## config.mk

```make
export PLATFORM = sky130hd
export DESIGN_NAME = fetch_queue_flat
export DESIGN_NICKNAME = d
export VERILOG_FILES = /design/src/rtl/fetch_queue_if.sv /design/src/rtl/fetch_queue.sv /design/src/flat_wrapper.sv
export SDC_FILE = /design/constraint.sdc
export NUM_CORES = 1
export LEC_CHECK = 0
export ABC_CLOCK_PERIOD_IN_PS = 11600
export BUFFER_PORTS_ARGS = -buffer_cell sky130_fd_sc_hd__buf_2
export CAP_MARGIN = 10
export CORE_MARGIN = 2
export CORE_UTILIZATION = 40
export CTS_CLUSTER_DIAMETER = 150
export DETAILED_ROUTE_END_ITERATION = 8
export HOLD_SLACK_MARGIN = 0.15
export PLACE_DENSITY = 0.67
export SYNTH_ARGS = -nofsm -noshare
export SYNTH_HDL_FRONTEND = slang
export SYNTH_SLANG_ARGS = --single-unit
```

## constraint.sdc

```tcl
create_clock -name CLK -period 11.6 [get_ports CLK]
set_clock_uncertainty 0.15 [all_clocks]
set_input_delay 1.74 -clock CLK [delete_from_list [all_inputs] [get_ports CLK]]
set_output_delay 1.74 -clock CLK [all_outputs]
set_load 0.02 [all_outputs]
```

## src/rtl/fetch_queue_if.sv

```systemverilog
// -----------------------------------------------------------------------------
// fetch_queue_if
//   Bundles the fetch stage's redirect, MMU read and decode-side handshake
//   signals. CLK and RST stay as plain ports on the modules that use this.
//
//   Redirect   : JMP_DO, JMP_PC                      (exec -> fetch)
//   MMU request: MEM_WAIT (in), INST_RDEN, INST_RIADDR (out)
//   MMU reply  : INST_RVALID, INST_ROADDR, INST_RDATA (in)
//   Decode side: OUT_VALID, OUT_PC, OUT_DATA, COUNT (out), OUT_READY (in)
//
//   master = the fetch queue, slave = its environment.
// -----------------------------------------------------------------------------
interface fetch_queue_if #(
    parameter int QUEUE_DEPTH = 4,
    parameter int CNT_W       = $clog2(QUEUE_DEPTH) + 1
);
    logic             JMP_DO;
    logic [31:0]      JMP_PC;
    logic             MEM_WAIT;
    logic             INST_RDEN;
    logic [31:0]      INST_RIADDR;
    logic             INST_RVALID;
    logic [31:0]      INST_ROADDR;
    logic [31:0]      INST_RDATA;
    logic             OUT_VALID;
    logic [31:0]      OUT_PC;
    logic [31:0]      OUT_DATA;
    logic             OUT_READY;
    logic [CNT_W-1:0] COUNT;

    modport master (
        input  JMP_DO, JMP_PC, MEM_WAIT, INST_RVALID, INST_ROADDR, INST_RDATA, OUT_READY,
        output INST_RDEN, INST_RIADDR, OUT_VALID, OUT_PC, OUT_DATA, COUNT
    );

    modport slave (
        output JMP_DO, JMP_PC, MEM_WAIT, INST_RVALID, INST_ROADDR, INST_RDATA, OUT_READY,
        input  INST_RDEN, INST_RIADDR, OUT_VALID, OUT_PC, OUT_DATA, COUNT
    );
endinterface

```

## src/rtl/fetch_queue.sv

```systemverilog
// -----------------------------------------------------------------------------
// fetch_queue
//   Instruction fetch stage with several reads in flight. Generates the PC,
//   issues reads to the MMU while queued + in-flight entries are below
//   QUEUE_DEPTH, and buffers the in-order responses in a first-word-fall-
//   through queue toward decode_1st. A jump redirects the PC, flushes the
//   queue and turns every outstanding read into one to be discarded.
//
//   Ports:
//     CLK  clock
//     RST  synchronous active-high reset
//     bus  fetch_queue_if.master (redirect, MMU request/reply, decode output)
// -----------------------------------------------------------------------------
module fetch_queue #(
    parameter logic [31:0] START_ADDR  = 32'h0000_0000,
    parameter int          QUEUE_DEPTH = 4,
    parameter int          CNT_W       = $clog2(QUEUE_DEPTH) + 1
) (
    input logic           CLK,
    input logic           RST,
    fetch_queue_if.master bus
);
    localparam int PTR_W = $clog2(QUEUE_DEPTH);
    // Discards can pile up across back-to-back redirects while a slow MMU is
    // still answering older reads, so this counter gets extra headroom.
    localparam int DISC_W = CNT_W + 2;
    localparam logic [CNT_W:0] DEPTH_CMP = (CNT_W+1)'(QUEUE_DEPTH);

    // Architectural state
    logic [31:0]       r_pc;
    logic [CNT_W-1:0]  r_inflight;
    logic [DISC_W-1:0] r_discard;
    logic [CNT_W-1:0]  r_count;
    logic [PTR_W-1:0]  r_wr_ptr;
    logic [PTR_W-1:0]  r_rd_ptr;
    logic [31:0]       r_out_pc;
    logic [31:0]       r_out_data;
    logic [63:0]       r_mem [QUEUE_DEPTH];   // {pc, instruction}

    // Next-state and decode
    logic [31:0]       w_pc_next;
    logic [CNT_W-1:0]  w_inflight_next;
    logic [DISC_W-1:0] w_discard_next;
    logic [CNT_W-1:0]  w_count_next;
    logic [CNT_W-1:0]  w_count_after_pop;
    logic [PTR_W-1:0]  w_wr_ptr_next;
    logic [PTR_W-1:0]  w_rd_ptr_next;
    logic [31:0]       w_out_pc_next;
    logic [31:0]       w_out_data_next;
    logic [CNT_W:0]    w_occupancy;
    logic [DISC_W-1:0] w_stale;
    logic              w_issue;
    logic              w_drop_resp;
    logic              w_take_resp;
    logic              w_push;
    logic              w_pop;
    logic              w_unused;

    assign w_occupancy = {1'b0, r_count} + {1'b0, r_inflight};
    assign w_issue     = !RST && !bus.MEM_WAIT && !bus.JMP_DO && (w_occupancy < DEPTH_CMP);

    // Responses arrive in request order, so pending discards always belong to
    // the oldest outstanding reads and are consumed first.
    assign w_drop_resp = bus.INST_RVALID && (r_discard != '0);
    assign w_take_resp = bus.INST_RVALID && (r_discard == '0) && (r_inflight != '0);
    assign w_push      = w_take_resp && !bus.JMP_DO;
    assign w_pop       = (r_count != '0) && bus.OUT_READY && !bus.JMP_DO;

    // Everything still outstanding at a redirect becomes stale.
    assign w_stale     = r_discard + DISC_W'(r_inflight);

    assign w_unused    = ^bus.JMP_PC[1:0];

    always_comb begin
        w_pc_next         = r_pc;
        w_inflight_next   = r_inflight;
        w_discard_next    = r_discard;
        w_count_next      = r_count;
        w_wr_ptr_next     = r_wr_ptr;
        w_rd_ptr_next     = r_rd_ptr;
        w_out_pc_next     = r_out_pc;
        w_out_data_next   = r_out_data;
        w_count_after_pop = r_count - CNT_W'(w_pop);

        if (bus.JMP_DO) begin
            w_pc_next       = {bus.JMP_PC[31:2], 2'b00};
            w_inflight_next = '0;
            // A response landing in the redirect cycle is one of the stale
            // reads and is dropped right here.
            w_discard_next  = w_stale - DISC_W'(bus.INST_RVALID && (w_stale != '0));
            w_count_next    = '0;
            w_wr_ptr_next   = '0;
            w_rd_ptr_next   = '0;
        end else begin
            if (w_issue) begin
                w_pc_next = r_pc + 32'd4;
            end
            if (w_drop_resp) begin
                w_discard_next = r_discard - DISC_W'(1);
            end
            w_inflight_next = r_inflight + CNT_W'(w_issue) - CNT_W'(w_take_resp);
            w_count_next    = w_count_after_pop + CNT_W'(w_push);
            w_wr_ptr_next   = r_wr_ptr + PTR_W'(w_push);
            w_rd_ptr_next   = r_rd_ptr + PTR_W'(w_pop);

            // Head register tracks whatever will be at the front next cycle.
            // If the queue would otherwise be empty, the incoming response is
            // forwarded directly so it shows up one cycle after arrival.
            // With nothing to show, the last head value is held.
            if (w_count_after_pop != '0) begin
                w_out_pc_next   = r_mem[w_rd_ptr_next][63:32];
                w_out_data_next = r_mem[w_rd_ptr_next][31:0];
            end else if (w_push) begin
                w_out_pc_next   = bus.INST_ROADDR;
                w_out_data_next = bus.INST_RDATA;
            end
        end
    end

    always_ff @(posedge CLK) begin
        if (RST) begin
            r_pc       <= START_ADDR;
            r_inflight <= '0;
            r_discard  <= '0;
            r_count    <= '0;
            r_wr_ptr   <= '0;
            r_rd_ptr   <= '0;
            r_out_pc   <= '0;
            r_out_data <= '0;
        end else begin
            r_pc       <= w_pc_next;
            r_inflight <= w_inflight_next;
            r_discard  <= w_discard_next;
            r_count    <= w_count_next;
            r_wr_ptr   <= w_wr_ptr_next;
            r_rd_ptr   <= w_rd_ptr_next;
            r_out_pc   <= w_out_pc_next;
            r_out_data <= w_out_data_next;
        end
    end

    // Queue storage carries no reset; validity is tracked by r_count alone.
    always_ff @(posedge CLK) begin
        if (w_push) begin
            r_mem[r_wr_ptr] <= {bus.INST_ROADDR, bus.INST_RDATA};
        end
    end

    assign bus.INST_RDEN   = w_issue;
    assign bus.INST_RIADDR = r_pc;
    assign bus.OUT_VALID   = (r_count != '0);
    assign bus.OUT_PC      = r_out_pc;
    assign bus.OUT_DATA    = r_out_data;
    assign bus.COUNT       = r_count;
endmodule

```

## src/flat_wrapper.sv

```systemverilog
// flat-port wrapper written by rule: the top's interface ports become plain ports
module fetch_queue_flat 
#(
    parameter logic [31:0] START_ADDR  = 32'h0000_0000,
    parameter int          QUEUE_DEPTH = 4,
    parameter int          CNT_W       = $clog2(QUEUE_DEPTH) + 1
)
  (CLK, RST, bus_JMP_DO, bus_JMP_PC, bus_MEM_WAIT, bus_INST_RVALID, bus_INST_ROADDR, bus_INST_RDATA, bus_OUT_READY, bus_INST_RDEN, bus_INST_RIADDR, bus_OUT_VALID, bus_OUT_PC, bus_OUT_DATA, bus_COUNT);
  fetch_queue_if #(.QUEUE_DEPTH(QUEUE_DEPTH), .CNT_W(CNT_W)) bus_i ();
  input logic CLK;
  input logic RST;
  input wire logic [$bits(bus_i.JMP_DO)-1:0] bus_JMP_DO;
  input wire logic [$bits(bus_i.JMP_PC)-1:0] bus_JMP_PC;
  input wire logic [$bits(bus_i.MEM_WAIT)-1:0] bus_MEM_WAIT;
  input wire logic [$bits(bus_i.INST_RVALID)-1:0] bus_INST_RVALID;
  input wire logic [$bits(bus_i.INST_ROADDR)-1:0] bus_INST_ROADDR;
  input wire logic [$bits(bus_i.INST_RDATA)-1:0] bus_INST_RDATA;
  input wire logic [$bits(bus_i.OUT_READY)-1:0] bus_OUT_READY;
  output wire logic [$bits(bus_i.INST_RDEN)-1:0] bus_INST_RDEN;
  output wire logic [$bits(bus_i.INST_RIADDR)-1:0] bus_INST_RIADDR;
  output wire logic [$bits(bus_i.OUT_VALID)-1:0] bus_OUT_VALID;
  output wire logic [$bits(bus_i.OUT_PC)-1:0] bus_OUT_PC;
  output wire logic [$bits(bus_i.OUT_DATA)-1:0] bus_OUT_DATA;
  output wire logic [$bits(bus_i.COUNT)-1:0] bus_COUNT;
  assign bus_i.JMP_DO = bus_JMP_DO;
  assign bus_i.JMP_PC = bus_JMP_PC;
  assign bus_i.MEM_WAIT = bus_MEM_WAIT;
  assign bus_i.INST_RVALID = bus_INST_RVALID;
  assign bus_i.INST_ROADDR = bus_INST_ROADDR;
  assign bus_i.INST_RDATA = bus_INST_RDATA;
  assign bus_i.OUT_READY = bus_OUT_READY;
  assign bus_INST_RDEN = bus_i.INST_RDEN;
  assign bus_INST_RIADDR = bus_i.INST_RIADDR;
  assign bus_OUT_VALID = bus_i.OUT_VALID;
  assign bus_OUT_PC = bus_i.OUT_PC;
  assign bus_OUT_DATA = bus_i.OUT_DATA;
  assign bus_COUNT = bus_i.COUNT;
  fetch_queue #(.START_ADDR(START_ADDR), .QUEUE_DEPTH(QUEUE_DEPTH), .CNT_W(CNT_W)) u_core (.CLK(CLK), .RST(RST), .bus(bus_i));
endmodule
```

==> flow_summary.json, run 1 <==
{
  "synth_edf_count": 256,
  "required_ps": 9710,
  "layout.cells.non_filler": 1712,
  "cts.sinks": 365,
  "final_cell_mix": "edfxtp_1, buf_2, nand2_1",
  "first_pass_iters": 5,
  "core_region_area_um2": 36430,
  "clockRootBuffer": "clkbuf_16",
  "end_kind": "primary output",
  "grt_max_degree": 69,
  "die_area_um2": 38400,
  "crit_type": "in -> out",
  "min_path_type": "reg -> reg",
  "max_clock_freq_mhz": 199.1,
  "synth-main-ff-cell": "edfxtp_1",
  "layout_commonest_cell": "edfxtp_1",
  "track_usage": 0.1730,
  "ctsHoldBuffers": 0,
  "yosysWarnings": 0,
  "htreeDepth": 2,
  "drive_gt1_frac": 0.2890,
  "postRouteAntennaNets": 0,
  "crit_arrival_ps": 3130,
  "dp_cells": 1637,
  "start_util": 0.4046,
  "worstMarginPinSlew_ps": 999.2,
  "critPathTopFamily": "simple AND/OR/NAND/NOR gates",
  "final-hold-violation-count": 0,
  "grt_pass1_vias": 9157,
  "r2r_cells": 10,
  "vias": 9059,
  "powerDensity_nw_per_um2": 161.9,
  "cts_inserted_buffers": 40,
  "period_share": 0.4329,
  "wl_per_cell_um": 19.32,
  "grt_pass1_wl_um": 51510,
  "reg2reg_slack_ps": 7820,
  "pwr-share-seq": 0.508,
  "dp_hpwl_um": 18950,
  "clk_pin_slew_ps": 60,
  "drc": 0,
  "antenna_found_initial": 3,
  "ios": 203,
  "ir_drop_mv": 0.1261,
  "r2r-end": "u_core.bus.OUT_DATA[15]",
  "cp_common_cell": "buf_2",
  "async_flop_share": 0,
  "hold_path_depth": 2,
  "tns_ps": 0,
  "clock_latency_ps": 550,
  "synthDistinctLibCells": 50,
  "grt-ovfl-total": 0,
  "fin_area_um2": 17440,
  "cts_tree": "built",
  "via_per_inst": 5.291,
  "cap_violations": 0,
  "startpoint_type": "input port",
  "avgSynthCellArea_um2": 14.44,
  "swShare": 0.2239,
  "slew_viol_final": 0,
  "clock_path_buffers": 3,
  "synth-seq-cells": 365,
  "drtIter0Drc": 444,
  "ys_seq_area_frac": 0.6696,
  "r2r_start": "u_core.bus.COUNT[0]",
  "post_cts_resized": 0,
  "area_delta_synth_final_pct": 18.34,
  "comb_power_share": 0.063,
  "crit_chain": "buf_2 > nor2_1 > nand3_1 > inv_1 > buf_2",
  "min_to": "u_core.bus.OUT_DATA[21]",
  "die_y_um": 196.0,
  "rsz0062_at_grt": "no",
  "maxSlewHeadroom": 0.3339,
  "port-buffer-count": 198,
  "period_minus_slack_ps": 5022,
  "setup_viol": 0,
  "wl_um": 33070,
  "status": "finished, final reports clean",
  "power.total_w": 0.002824,
  "critPathMaxFanout": 23,
  "post-cts-setup-buffers": 0,
  "post_dp_cell_area_um2": 16170,
  "fin_nets": 1332,
  "p_int_w": 0.002191,
  "hp-start": "u_core.bus.OUT_DATA[21]",
  "clkPwrFrac": 0.429,
  "die_w_um": 196.0,
  "switching_power_w": 0.0006324,
  "syn-cell-area_um2": 14740,
  "netlist_instances": 1021,
  "power.leakage_nw": 6.109,
  "globalplace.congestion": 0.7766,
  "slowest_delay_ps": 550,
  "crit_buf_inv": 3,
  "crit_slowest_cell": "nor2_1",
  "row_count": 70
}
## cell type report
| class | instances | area, um^2 |
|---|---|---|
| inverter | 20 | 75.07 |
| tap | 468 | 585.6 |
| fill | 3201 | 18990 |
| timing repair buffer | 210 | 1084 |
| sequential | 365 | 9869 |
| clock buffer | 56 | 1174 |
| antenna | 2 | 5.005 |
| clock inverter | 17 | 95.09 |
| multi-input combinational | 574 | 4557 |
## Yosys cell counts, types with 2 or more instances
| master | number | area (um^2) |
|---|---|---|
| edfxtp_1 | 256 | 7687 |
| and2_1 | 9 | 56.30 |
| nand3_1 | 15 | 75.07 |
| ha_1 | 17 | 212.7 |
| nor4_2 | 4 | 50.05 |
| buf_1 | 2 | 7.510 |
| nor3_1 | 13 | 65.06 |
| nor2_1 | 96 | 360.4 |
| or3_1 | 5 | 31.28 |
| a311oi_1 | 68 | 595.6 |
| clkinv_1 | 2 | 7.510 |
| a21oi_1 | 13 | 65.06 |
| xnor2_1 | 32 | 280.3 |
| nor4_1 | 5 | 31.28 |
| mux4_2 | 64 | 1441 |
| inv_1 | 18 | 67.56 |
| and3_1 | 7 | 43.79 |
| o21ai_0 | 13 | 65.06 |
| buf_2 | 20 | 100.1 |
| o211ai_1 | 3 | 22.52 |
| xor2_1 | 3 | 26.28 |
| and4_1 | 4 | 35.03 |
| fa_1 | 2 | 40.04 |
| buf_4 | 3 | 22.52 |
| o31a_1 | 2 | 17.52 |
| a211oi_1 | 14 | 105.1 |
| nand2_1 | 154 | 578.1 |
| nor3b_1 | 2 | 15.01 |
| mux2i_1 | 3 | 30.03 |
| dfxtp_1 | 109 | 2182 |
| nor3_2 | 5 | 50.05 |
| clkbuf_1 | 31 | 116.4 |
| buf_6 | 7 | 78.83 |
| nand4_1 | 4 | 25.02 |
## registers in the layout, summed over array words and instances (netlist names)
| name | flops |
|---|---|
| u_core.r_inflight | 3 |
| u_core.r_discard | 5 |
| u_core.bus.OUT_PC | 32 |
| u_core.r_mem | 256 |
| u_core.bus.COUNT | 3 |
| u_core.bus.OUT_DATA | 32 |
| u_core.r_wr_ptr | 2 |
| u_core.r_rd_ptr | 2 |
| u_core.bus.INST_RIADDR | 30 |
## metal layers
layer  up-vias  global-route usage  share of wire
met1      4484              0.2307           0.45
li1       4271                   -              -
met2       241              0.2793           0.46
met3        59             0.04212          0.062
met4         4             0.05752          0.023
met5         -                   0        0.00082
## logic make-up (layout without fill, tap and decap cells)
group                      count (synthesis)  in the layout  synth area share
DFF                                      365            365            0.6696
and+or+nand+nor                          332            332            0.1028
AOI/OAI and AO/OA                        118            118           0.06171
buffers and inverters                     83            303           0.02716
muxes                                     68             68            0.1006
xor gates and xnor gates                  35             35           0.02080
adders and majority gates                 19             19           0.01715
other                                      1              4         0.0002544
## power by group through the flow
stage          Combinational (W)  Clock, W  Sequential (W)
2_1_floorplan          0.0000974         0         0.00147
3_3_place_gp            0.000174         0         0.00146
3_5_place_dp            0.000178         0         0.00146
4_1_cts                 0.000179   0.00125         0.00143
5_1_grt                 0.000198   0.00130         0.00144
6_report                0.000178   0.00121         0.00143
## worst max path at each step
stage,slack [ps],endpoint,start,cells after the start
6_report,6580,bus_INST_RDEN,bus_JMP_DO,5
2_1_floorplan,2480,u_core.r_mem[0][0],bus_JMP_DO,3
3_5_place_dp,6200,u_core.bus.OUT_DATA[15],bus_JMP_DO,11
4_1_cts,6580,bus_INST_RDEN,RST,5
3_3_place_gp,6320,u_core.bus.OUT_PC[4],bus_JMP_DO,8
5_1_grt,6480,bus_INST_RDEN,RST,5
## per-stage QoR
stage / utilization / hold WS, ps / setup WS, ps
2_1_floorplan: - / 369.6 / 2483
3_3_place_gp: 0.4438 / 330.9 / 6320
4_1_cts: 0.4786 / 346.5 / 6580
5_1_grt: 0.4786 / 363.7 / 6477
6_report: 0.4788 / 343.5 / 6578
3_5_place_dp: 0.4438 / 338.3 / 6203
## tightest hold or removal path, delay by kind of cell, from the launching register on
family / cells / cell delay, ps
and+or+nand+nor: 1 / 90
AOI/OAI and AO/OA: 1 / 50
DFF: 1 / 300
Note: power is estimated with default switching activity, not from simulation.
==> run 2, diff against run 1 <==
--- a/config.mk
+++ b/config.mk
@@ -5,7 +5,8 @@
 export SDC_FILE = /design/constraint.sdc
 export NUM_CORES = 1
 export LEC_CHECK = 0
-export ABC_CLOCK_PERIOD_IN_PS = 11600
+export ABC_AREA = 1
+export ABC_CLOCK_PERIOD_IN_PS = 4600
 export BUFFER_PORTS_ARGS = -buffer_cell sky130_fd_sc_hd__buf_2
 export CAP_MARGIN = 10
 export CORE_MARGIN = 2
@@ -13,7 +14,7 @@
 export CTS_CLUSTER_DIAMETER = 150
 export DETAILED_ROUTE_END_ITERATION = 8
 export HOLD_SLACK_MARGIN = 0.15
-export PLACE_DENSITY = 0.67
+export PLACE_DENSITY = 0.69
 export SYNTH_ARGS = -nofsm -noshare
 export SYNTH_HDL_FRONTEND = slang
 export SYNTH_SLANG_ARGS = --single-unit
==> constraint.sdc (replaced) <==
create_clock -name CLK -period 4.6 [get_ports CLK]
set_clock_uncertainty 0.15 [all_clocks]
set_input_delay 0.69 -clock CLK [delete_from_list [all_inputs] [get_ports CLK]]
set_output_delay 0.69 -clock CLK [all_outputs]
set_load 0.02 [all_outputs]
==> run 2 against run 1 <==
Cell area grew 10%. Die area grew 10%. Clock power grew to 2.8 times the previous value. Highest routed layer unchanged. Non-clock buffer count grew 9. Sequential cell count is the same. Clock-buffer cell count grew 7. Sequential share of layout area shrank 5.2 points. Global-route usage grew 2.4 points. Total power grew to 2.6 times the previous value. Synthesized area grew 11%. Combinational power grew 130%. Register-to-register slack lost 6500 ps.
==> flow_summary.json, run 2 <==
{
  "wl_um": 41340,
  "vias": 12500,
  "crit_slowest_cell": "inv_2",
  "slew_viol_final": 0,
  "via_per_inst": 4.821,
  "powerDensity_nw_per_um2": 385.7,
  "largest-register": "u_core.r_mem",
  "clockRootBuffer": "clkbuf_16",
  "clock_latency_ps": 550,
  "crit_type": "reg -> reg",
  "synth-main-ff-cell": "edfxtp_1",
  "final_core_util": 0.4798,
  "fill_cells": 3799,
  "synthDistinctLibCells": 32,
  "grt_pass1_wl_um": 65440,
  "die_w_um": 205.8,
  "die_y_um": 205.8,
  "period_share": 0.7232,
  "slowest_delay_ps": 600,
  "core_region_area_um2": 40010,
  "grt_pass1_vias": 12430,
  "area_delta_synth_final_pct": 17.79,
  "yosysMostFrequentCell": "nand2_1",
  "synth_top_area_share": 0.4717,
  "postRouteAntennaNets": 0,
  "seq_area_um2": 9869,
  "row_count": 73,
  "port-buffer-count": 198,
  "cp_common_cell": "nor2_1",
  "drtIter0Drc": 704,
  "final-hold-violation-count": 0,
  "synth_edf_count": 256,
  "required_ps": 4940,
  "clk_pin_slew_ps": 60,
  "max_clock_freq_mhz": 300.6,
  "cts_inserted_buffers": 40,
  "status": "finished, final reports clean",
  "cap_violations": 0,
  "avgSynthCellArea_um2": 8.785,
  "grt_max_degree": 79,
  "end_kind": "flip-flop",
  "ys_top_cells_by_count": "nand2_1, edfxtp_1, nand3_1, nor2_1, inv_1",
  "fin_nets": 2148,
  "multiInputGateArea_um2": 5451,
  "crit_chain": "nor3_1 > nor2_1 > ha_1 > ha_1 > xnor2_2 > nand3_4 > inv_2 > buf_12 > nand2_1 > nand2_1 > nor2_1 > nor2_1",
  "rsz0062_at_grt": "no",
  "dp_hpwl_um": 24780,
  "final_cell_mix": "nand2_1, edfxtp_1, nand3_1",
  "worstMarginPinSlew_ps": 1102,
  "clock_path_buffers": 3,
  "syn-cell-area_um2": 16300,
  "track_usage": 0.1973,
  "setup_viol": 0,
  "drc": 0,
  "worst_hold_slack_ps": 208.2,
  "ctsHoldBuffers": 0,
  "netlist_instances": 1855,
  "layout_commonest_cell": "nand2_1",
  "cts_tree": "built",
  "post_cts_resized": 0,
  "first_pass_iters": 5,
  "critPathMaxFanout": 41,
  "ys_seq_area_frac": 0.6056,
  "maxSlewHeadroom": 0.2645,
  "startpoint_type": "flip-flop",
  "post-cts-setup-buffers": 0,
  "async_flop_share": 0,
  "yosysWarnings": 0,
  "largest_reg_flops": 256,
  "synth_area_leaders": "edfxtp_1, nand2_1, dfxtp_1, nand3_1, nor2_1",
  "grt-ovfl-total": 0,
  "synth-seq-cells": 365,
  "wl_per_cell_um": 15.95,
  "globalplace.congestion": 0.8818,
  "drive_gt1_frac": 0.1476,
  "yosysTopAreaCell": "edfxtp_1",
  "crit_buf_inv": 2,
  "power.total_w": 0.007403,
  "cts.sinks": 365,
  "ir_drop_mv": 0.2460,
  "tns_ps": 0,
  "critPathTopFamily": "simple AND/OR/NAND/NOR gates",
  "period_minus_slack_ps": 3326,
  "htreeDepth": 2,
  "start_util": 0.4074,
  "min_path_type": "in -> reg",
  "crit_arrival_ps": 3660,
  "power.leakage_nw": 8.264,
  "die_area_um2": 42370,
  "ios": 203,
  "antenna_found_initial": 9
}
==> run 2: metal layers <==
metal	global-route usage	wire length, um
met5	0	34
met4	0.07704	1125
met3	0.03833	2169
met2	0.3424	20180
met1	0.2418	17830
==> run 2: path summary, 6_finish.rpt <==
path                       startpoint                    end  slack, ps  cells after the start
hold reg to reg   u_core.r_discard[1]    u_core.r_discard[1]        350                      2
setup / recovery  u_core.bus.COUNT[0]  u_core.bus.OUT_PC[19]       1270                     12
hold / removal     bus_INST_RDATA[16]    u_core.r_mem[0][16]        210                      1
setup reg to reg  u_core.bus.COUNT[0]  u_core.bus.OUT_PC[19]       1270                     12
==> run 2: final cells by class <==
| type | count | area share |
|---|---|---|
| diodes | 8 | 0.001043 |
| flip-flops and latches | 365 | 0.5141 |
| repair buffers | 219 | 0.06244 |
| multi-input cells | 1253 | 0.2840 |
| well taps | 525 | 0.03422 |
| clock buffers | 63 | 0.06512 |
| inverters | 148 | 0.02907 |
| clock inverters | 11 | 0.009973 |
==> run 2: power breakdown <==
part	total [W]	internal (W)	switching [W]
clock	0.00341	0.00210	0.00131
sequential	0.00359	0.00355	0.0000412
combinational	0.000401	0.000141	0.000260
total	0.00740	0.00579	0.00161
==> run 2: worst register-to-register path, cell delays in order, from the launching register on <==
cell and delay [ps]:
dfxtp_1 330, nor3_1 240, nor2_1 150, ha_1 210, ha_1 200, xnor2_2 230, nand3_4 410, inv_2 630
buf_12 340, nand2_1 110, nand2_1 80, nor2_1 50, nor2_1 130
==> run 2: stage by stage <==
stage | instances | instance area (um^2) | setup WS, ps
floorplan | 1856 | 16300 | -1727
global placement | 2510 | 17730 | 906.4
detailed placement | 2510 | 17730 | 817.6
CTS | 2584 | 19180 | 1212
global route | 2588 | 19190 | 1002
finish | 2592 | 19200 | 1274
==> run 2: logic make-up after synthesis <==
logic type,synth area share
compound gates,0.02104
xor+xnor,0.007985
fa+ha+maj,0.01551
buf+inv,0.06349
flops,0.6056
other cells,0.0002301
simple gates,0.2861
